$ cat config.mk
export PLATFORM = sky130hd
export DESIGN_NAME = fifo_to_axis
export DESIGN_NICKNAME = d
export VERILOG_FILES = /design/src/rtl/fifo_to_axis.sv
export SDC_FILE = /design/constraint.sdc
export NUM_CORES = 1
export LEC_CHECK = 0
export CAP_MARGIN = 5
export CORE_ASPECT_RATIO = 0.75
export CORE_MARGIN = 2
export CORE_UTILIZATION = 56
export CTS_CLUSTER_DIAMETER = 150
export DETAILED_ROUTE_END_ITERATION = 12
export PLACE_DENSITY = 0.95
export SLEW_MARGIN = 20
export SYNTH_ARGS = -nofsm -noshare
export SYNTH_HDL_FRONTEND = slang
export SYNTH_SLANG_ARGS = --single-unit
export TNS_END_PERCENT = 100
$ cat constraint.sdc
create_clock -name ACLK -period 5 [get_ports ACLK]
set_clock_uncertainty 0.1 [all_clocks]
set_input_delay 1.5 -clock ACLK [delete_from_list [all_inputs] [get_ports ACLK]]
set_output_delay 1.5 -clock ACLK [all_outputs]
set_load 0.01 [all_outputs]
$ cat src/rtl/fifo_to_axis.sv
// Drains a one-cycle-latency FIFO read port into an AXI4-Stream master through a 3-entry skid buffer.
// Optional TLAST packetisation is built when FIFO_TO_AXIS_TLAST_EN is defined; otherwise TLAST is tied low.
module fifo_to_axis #(
    parameter int unsigned FIFO_WIDTH = 32,
    parameter int unsigned PKT_LEN    = 16
) (
    input  logic                  ACLK,
    input  logic                  RST,
    output logic                  FIFO_RD_ENA,
    input  logic [FIFO_WIDTH-1:0] FIFO_RD_DATA,
    input  logic                  FIFO_RD_EMPTY,
    output logic                  M_AXIS_TVALID,
    input  logic                  M_AXIS_TREADY,
    output logic [FIFO_WIDTH-1:0] M_AXIS_TDATA,
    output logic                  M_AXIS_TLAST
);

    localparam int unsigned DEPTH    = 3;
    localparam int unsigned PTR_W    = 2;
    localparam int unsigned CNT_W    = 2;
    localparam int unsigned CREDIT_W = 3;

    if (FIFO_WIDTH < 1) begin : g_bad_width
        $error("fifo_to_axis: FIFO_WIDTH must be at least 1");
    end
    if (PKT_LEN < 1) begin : g_bad_pkt_len
        $error("fifo_to_axis: PKT_LEN must be at least 1");
    end

    logic [FIFO_WIDTH-1:0] buf_mem [DEPTH];
    logic [PTR_W-1:0]      wr_ptr;
    logic [PTR_W-1:0]      rd_ptr;
    logic [CNT_W-1:0]      cnt;
    logic                  pending;
    logic                  credit_ok;
    logic                  pop;

    function automatic logic [PTR_W-1:0] ptr_inc(input logic [PTR_W-1:0] p);
        return (p == PTR_W'(DEPTH - 1)) ? '0 : p + PTR_W'(1);
    endfunction

    // Words already buffered plus the one in flight must leave room for another read.
    assign credit_ok     = (CREDIT_W'(cnt) + CREDIT_W'(pending)) < CREDIT_W'(DEPTH);
    assign FIFO_RD_ENA   = !RST && !FIFO_RD_EMPTY && credit_ok;
    assign M_AXIS_TVALID = (cnt != '0);
    assign pop           = M_AXIS_TVALID && M_AXIS_TREADY;

    always_comb begin
        M_AXIS_TDATA = buf_mem[0];
        case (rd_ptr)
            2'd0:    M_AXIS_TDATA = buf_mem[0];
            2'd1:    M_AXIS_TDATA = buf_mem[1];
            default: M_AXIS_TDATA = buf_mem[2];
        endcase
    end

    // Buffer storage carries no reset; only the pointers and count define validity.
    always_ff @(posedge ACLK) begin
        for (int i = 0; i < int'(DEPTH); i++) begin
            if (pending && (wr_ptr == PTR_W'(i))) begin
                buf_mem[i] <= FIFO_RD_DATA;
            end
        end
    end

    always_ff @(posedge ACLK) begin
        if (RST) begin
            wr_ptr  <= '0;
            rd_ptr  <= '0;
            cnt     <= '0;
            pending <= 1'b0;
        end else begin
            pending <= FIFO_RD_ENA;
            if (pending) begin
                wr_ptr <= ptr_inc(wr_ptr);
            end
            if (pop) begin
                rd_ptr <= ptr_inc(rd_ptr);
            end
            cnt <= cnt + CNT_W'(pending) - CNT_W'(pop);
        end
    end

`ifdef FIFO_TO_AXIS_TLAST_EN
    localparam int unsigned BEAT_W = (PKT_LEN > 1) ? $clog2(PKT_LEN) : 1;
    localparam logic [BEAT_W-1:0] BEAT_LAST = BEAT_W'(PKT_LEN - 1);

    logic [BEAT_W-1:0] beat;

    // Beat position survives FIFO underrun so a packet resumes where it stopped.
    always_ff @(posedge ACLK) begin
        if (RST) begin
            beat <= '0;
        end else if (pop) begin
            beat <= (beat == BEAT_LAST) ? '0 : beat + BEAT_W'(1);
        end
    end

    assign M_AXIS_TLAST = M_AXIS_TVALID && (beat == BEAT_LAST);
`else
    assign M_AXIS_TLAST = 1'b0;
`endif

endmodule

==> results of run 1 <==
==> synth_stat cells <==
cell type,n,area share
nor2_1,1,0.00095
nand2b_1,2,0.0032
ha_1,4,0.013
nor2b_1,3,0.0048
clkbuf_2,1,0.0013
mux2i_1,33,0.084
or2_2,1,0.0016
dfxtp_1,7,0.036
inv_1,3,0.0029
conb_1,1,0.00095
o21ai_0,32,0.041
a21oi_1,1,0.0013
a2111oi_0,2,0.0045
nand3b_1,1,0.0019
or3b_1,1,0.0022
xnor3_1,1,0.0057
nor3b_1,2,0.0038
o21ba_2,1,0.0025
o21a_1,1,0.0019
buf_4,2,0.0038
buf_6,3,0.0086
clkbuf_1,3,0.0029
nor3_1,1,0.0013
mux2_2,1,0.0029
nand2_1,32,0.031
buf_2,4,0.0051
edfxtp_1,96,0.73
==> metrics by stage <==
stage	total power [mW]	instance area, µm²	instances	setup slack [ps]	utilization
floorplan	1.316	3935	240	1162	-
global route	2.168	4915	401	301.6	0.7229
CTS	2.089	4912	401	490.3	0.7225
global placement	1.542	4696	385	547.1	0.6907
finish	2.069	4915	401	466.4	0.7229
detailed placement	1.559	4696	385	495.6	0.6907
==> routing by layer <==
metal / vias up / wire length, µm / track usage
li1: 1035 / - / -
met4: 0 / 48 / 0.04521
met5: - / 0 / 0
met2: 56 / 3535 / 0.3340
met3: 5 / 334 / 0.06789
met1: 1063 / 2874 / 0.2267
==> cell type report <==
type,count,share of cell area
inverters,3,0.002291
clock buffers,15,0.04277
clock inverters,1,0.001273
multi-input cells,121,0.1680
flip-flops and latches,103,0.6161
well taps,84,0.02138
repair buffers,74,0.1482
==> registers in the layout (all words and copies together), names as in the netlist <==
signal	cells
buf_mem	96
wr_ptr	2
pending	1
cnt	2
rd_ptr	2
==> power groups by stage <==
stage / combinational, mW / sequential (mW) / clock (mW)
floorplan: 0.289 / 1.03 / 0
global placement: 0.477 / 1.06 / 0
detailed placement: 0.489 / 1.07 / 0
CTS: 0.491 / 1.05 / 0.548
global route: 0.527 / 1.06 / 0.583
finish: 0.486 / 1.05 / 0.535
==> kinds of logic (layout without fill, tap and decap cells) <==
| family | count (synthesis) | in the layout | share of synthesized area |
|---|---|---|---|
| simple gates | 44 | 44 | 0.05024 |
| buf+inv | 16 | 93 | 0.02448 |
| xor+xnor | 1 | 1 | 0.005723 |
| fa+ha+maj | 4 | 4 | 0.01272 |
| other cells | 1 | 1 | 0.0009530 |
| mux | 34 | 34 | 0.08681 |
| compound gates | 37 | 37 | 0.05087 |
| flops | 103 | 103 | 0.7682 |
==> placed cells by master (no fill, tap or decap), types with 2 or more instances in the layout <==
cell type         n
a2111oi_0         2
inv_1             3
dfxtp_1           5
nand2_1          32
o21ai_0          32
clkbuf_8          9
nor3b_2           2
nand2b_1          2
clkdlybuf4s50_1  69
clkbuf_16         3
clkbuf_1          3
nor2b_1           3
mux2i_1          33
buf_4             5
edfxtp_1         96
ha_1              4
==> path summary, 6_finish.rpt <==
kind	from	to	slack, ps	depth (start not counted)
worst min register to register	wr_ptr[1]$_SDFFE_PP0P_	wr_ptr[1]$_SDFFE_PP0P_	420	2
worst max register to register	pending$_SDFF_PP0_	buf_mem[0][71]$_DFFE_PP_	2920	3
worst max-delay path	FIFO_RD_EMPTY	FIFO_RD_ENA	470	3
worst min-delay path	wr_ptr[1]$_SDFFE_PP0P_	wr_ptr[1]$_SDFFE_PP0P_	420	2
==> worst max-delay path, cell delays in order <==
cell and delay [ps]:
clkdlybuf4s50_1 420, a2111oi_0 400, clkdlybuf4s50_1 610
==> impl_metrics.csv, run 1 <==
group,metric,value,unit
synth,syn_area_per_cell,16.40,µm²
die,ios,71,
drt,viasPerCell,5.384,
power_and_ir_drop,sw_frac_of_total,0.2507,
drt,drt_iter0_drc,106,
global_route,grt_pass1_vias,2279,
drt,wirelength,6792,µm
clocking,cts_made_buffers,9,
die,dieHeight,76.60,µm
finish,fill_cells,459,
place,hpwlAfterDp,4227,µm
clocking,cts_hold_buffers,0,
timing,hold_ws,423.8,ps
global_route,grt_pass1_wl,10960,µm
global_route,grt_antenna_before_repair,0,
power_and_ir_drop,pwr-share-seq,0.506,
die,rows,26,
run,maxCapViolations,0,
finish,regArea,0.003028,mm²
die,dieWidth,100.8,µm
die,dieArea,0.007720,mm²
clocking,cts_tree,"yes",
finish,area_delta_synth_final,24.90,%
timing,worst_pin_slew,755.8,ps
timing,relSlewSlack,0.4939,
clocking,cts_post_setup_buffers_inserted,0,
drt,vias,2159,
clocking,cts-resized-gates,0,
timing,rsz0062_at_grt,"false",
power_and_ir_drop,powerDensity,420.9,mW/mm²
worst_setup_path,cp_max_fo,2,
clocking,clk_pin_slew_worst_paths,100,ps
synth,syn-cell-area,0.003935,mm²
clocking,cts_sinks,103,
die,floorplan.initialDensity,0.5788,
timing,finalCriticalPeriod,4534,ps
finish,multi_input_area,825.8,µm²
synth,ys_seq_area_frac,0.7682,
global_route,grt_use_total,0.1914,
power_and_ir_drop,switchingPower,0.5186,mW
power_and_ir_drop,internal_power,1.550,mW
finish,layout.nets,352,
worst_setup_path,critPathArrivalTime,2930,ps
timing,timing.fmax,220.6,MHz
clocking,htreeDepth,3,
finish,antenna_cells,0,
drt,dr.pass1.iters,4,
worst_setup_path,critPathLaunchType,"input pin",
global_route,globalRouteOverflowTotal,0,
timing,finalSetupViolCount,0,
synth,netlist_instances,240,
status,status,"complete, no violations",
worst_setup_path,path_class,"in -> out",
finish,drive_gt1_frac,0.07886,
drt,postRouteAntennaNets,0,
synth,synthesis.nets,280,
power_and_ir_drop,power.leakage,1.590,nW
worst_setup_path,endpoint_kind,"output pin",
power_and_ir_drop,p_clk_frac,0.259,
global_route,grt_start_max_net_pins,68,
timing,slew_violations,0,
drt,wl_per_cell,16.94,µm
power_and_ir_drop,ir_worst_vdd,217.7,µV
synth,ys_ff_latch,103,
place,gp_congestion,0.6886,
timing,tns,0,ps
clocking,cts_root_buffer,"clkbuf_8",
die,coreArea,0.006799,mm²
clocking,clock_path_buffers,2,
worst_setup_path,cp.required,3400,ps
drt,drc,0,
place,port_buffers,69,
timing,hold_violations,0,
timing,fin_crit_sh,0.9067,
synth,synth_warnings,0,
synth,ys_types,27,
clocking,clk_latency,360,ps
hold_path,hold_path_class,"reg -> reg",
power_and_ir_drop,pwr-share-comb,0.235,
(Power assumes the default switching activity.)
==> run 2, diff against run 1 <==
--- a/config.mk
+++ b/config.mk
@@ -11,6 +11,7 @@
 export CORE_UTILIZATION = 56
 export CTS_CLUSTER_DIAMETER = 150
 export DETAILED_ROUTE_END_ITERATION = 12
+export HOLD_SLACK_MARGIN = 0.12
 export PLACE_DENSITY = 0.95
 export SLEW_MARGIN = 20
 export SYNTH_ARGS = -nofsm -noshare
==> results of run 2 <==
No change in the layout: final DEF, timing and power equal those of run 1.
==> run 3, diff against run 2 <==
--- a/config.mk
+++ b/config.mk
@@ -8,12 +8,12 @@
 export CAP_MARGIN = 5
 export CORE_ASPECT_RATIO = 0.75
 export CORE_MARGIN = 2
-export CORE_UTILIZATION = 56
+export CORE_UTILIZATION = 47
 export CTS_CLUSTER_DIAMETER = 150
 export DETAILED_ROUTE_END_ITERATION = 12
 export HOLD_SLACK_MARGIN = 0.12
-export PLACE_DENSITY = 0.95
-export SLEW_MARGIN = 20
+export PLACE_DENSITY = 0.87
+export SLEW_MARGIN = 30
 export SYNTH_ARGS = -nofsm -noshare
 export SYNTH_HDL_FRONTEND = slang
 export SYNTH_SLANG_ARGS = --single-unit
==> constraint.sdc (replaced) <==
create_clock -name ACLK -period 4 [get_ports ACLK]
set_clock_uncertainty 0.1 [all_clocks]
set_input_delay 1.2 -clock ACLK [delete_from_list [all_inputs] [get_ports ACLK]]
set_output_delay 1.2 -clock ACLK [all_outputs]
set_load 0.01 [all_outputs]
==> impl_metrics.csv, run 3 (synthesis results as in run 1) <==
group,metric,value,unit
status,status,"complete, no violations",
die,floorplan.initialDensity,0.4905,
worst_setup_path,crit_family,"buffers and inverters",
drt,viasPerCell,4.972,
place,placed_cells_incl_taps,407,
clocking,cts_made_buffers,9,
timing,finalCriticalPeriod,3920,ps
place,gp_congestion,0.7165,
finish,largest_register,"buf_mem",
power_and_ir_drop,ir_worst_vdd,251.3,µV
finish,final_common_cell,"edfxtp_1",
finish,area_delta_synth_final,24.77,%
global_route,grt_use_total,0.1474,
drt,wirelength,6519,µm
worst_setup_path,rr_startpoint,"pending$_SDFF_PP0_",
clocking,cts_tree,"yes",
hold_path,hold_path_class,"reg -> reg",
finish,instances_no_fill,422,
global_route,grt_start_max_net_pins,68,
drt,wl_per_cell,15.45,µm
power_and_ir_drop,power.leakage,1.563,nW
timing,fin_crit_sh,0.9799,
worst_setup_path,path_cells,"clkdlybuf4s50_1, a2111oi_1, clkdlybuf4s50_1",
place,placed_area,0.004742,mm²
clocking,cts_post_setup_buffers_inserted,0,
clocking,cts_sinks,103,
timing,timing.fmax,255.1,MHz
global_route,grt_pass1_vias,2094,
finish,layout_common_cells,"edfxtp_1 (96), clkdlybuf4s50_1 (69), mux2i_1 (33), nand2_1 (32), o21ai_0 (32)",
global_route,grt_pass1_wl,10110,µm
timing,relSlewSlack,0.5986,
timing,slew_violations,0,
finish,antenna_cells,0,
clocking,cts_root_buffer,"clkbuf_8",
die,ios,71,
die,dieArea,0.009128,mm²
drt,postRouteAntennaNets,0,
drt,dr.pass1.iters,4,
clocking,clk_pin_slew_worst_paths,90,ps
worst_setup_path,critPathSlowestCell,"clkdlybuf4s50_1",
place,post-place-ws,64.05,ps
worst_setup_path,cp.required,2700,ps
worst_setup_path,crit_buf_inv,2,
power_and_ir_drop,powerDensity,504.1,mW/mm²
die,coreArea,0.008023,mm²
worst_setup_path,critPathArrivalTime,2620,ps
global_route,grt_antenna_before_repair,0,
hold_path,min_from,"wr_ptr[1]$_SDFFE_PP0P_",
finish,layout.nets,353,
clocking,clock_path_buffers,2,
global_route,globalRouteOverflowTotal,0,
die,dieHeight,83.24,µm
worst_setup_path,crit_path_frequent_cell,"clkdlybuf4s50_1",
die,dieWidth,109.7,µm
clocking,clk_latency,340,ps
worst_setup_path,slowest_delay,610,ps
clocking,htreeDepth,3,
place,port_buffers,69,
worst_setup_path,critPathLaunchType,"input pin",
run,maxCapViolations,0,
place,hpwlAfterDp,4084,µm
worst_setup_path,path_class,"in -> out",
worst_setup_path,startpoint,"FIFO_RD_EMPTY",
die,rows,28,
timing,finalSetupViolCount,0,
drt,vias,2098,
drt,drc,0,
drt,drt_iter0_drc,52,
clocking,cts_hold_buffers,0,
worst_setup_path,cp_max_fo,2,
finish,drive_gt1_frac,0.08517,
timing,fin_ws,80.43,ps
power_and_ir_drop,p_total,2.475,mW
finish,largest_register_ffs,96,
timing,worst_pin_slew,602.1,ps
finish,post-route-cell-area,0.004910,mm²
clocking,cts-resized-gates,0,
worst_setup_path,endpoint_kind,"output pin",
timing,hold_violations,0,
## run 3: changes by cell type in the layout (fill, tap and decap cells not counted), sizes merged
cell / delta
clkinvlp: +2
clkbuf: -5
buf: +1
clkinv: +3
inv: -1
## run 3: metrics by stage
stage	hold slack, ps	setup TNS [ps]	utilization
CTS	423.4	0	0.6115
finish	419.2	0	0.6120
detailed placement	413.5	0	0.5911
global route	463.1	-60.99	0.6120
floorplan	366.2	0	-
global placement	386.5	0	0.5911
## run 3: worst register-to-register path, delay by kind of cell, from the launching register on
| family | cells | cell delay, ps |
|---|---|---|
| flops | 1 | 410 |
| buf+inv | 2 | 750 |
| simple gates | 1 | 150 |
## run 3: layout make-up
| type | count | area (µm²) |
|---|---|---|
| multi-input combinational | 121 | 827.0 |
| clock buffer | 10 | 127.6 |
| fill | 631 | 3113 |
| sequential | 103 | 3028 |
| tap | 105 | 131.4 |
| timing repair buffer | 75 | 748.2 |
| clock inverter | 5 | 36.28 |
| inverter | 3 | 11.26 |
## run 3: report_power, final
group / switching [mW] / internal [mW]
clock network: 0.322 / 0.223
registers: 0.0666 / 1.24
logic: 0.258 / 0.364
## run 3: worst paths after layout
path	slack, ps	to	depth (start not counted)
worst min-delay path	420	wr_ptr[1]$_SDFFE_PP0P_	2
worst max register to register	2300	buf_mem[0][49]$_DFFE_PP_	3
worst max-delay path	80	FIFO_RD_ENA	3
worst min register to register	420	wr_ptr[1]$_SDFFE_PP0P_	2
## run 3: layer usage
layer | up-vias | track usage | wire length, µm
met2 | 49 | 0.2604 | 3309
met5 | - | 0 | 0
li1 | 1036 | - | -
met4 | 0 | 0.03107 | 45
met1 | 1008 | 0.1703 | 2791
met3 | 5 | 0.05416 | 372
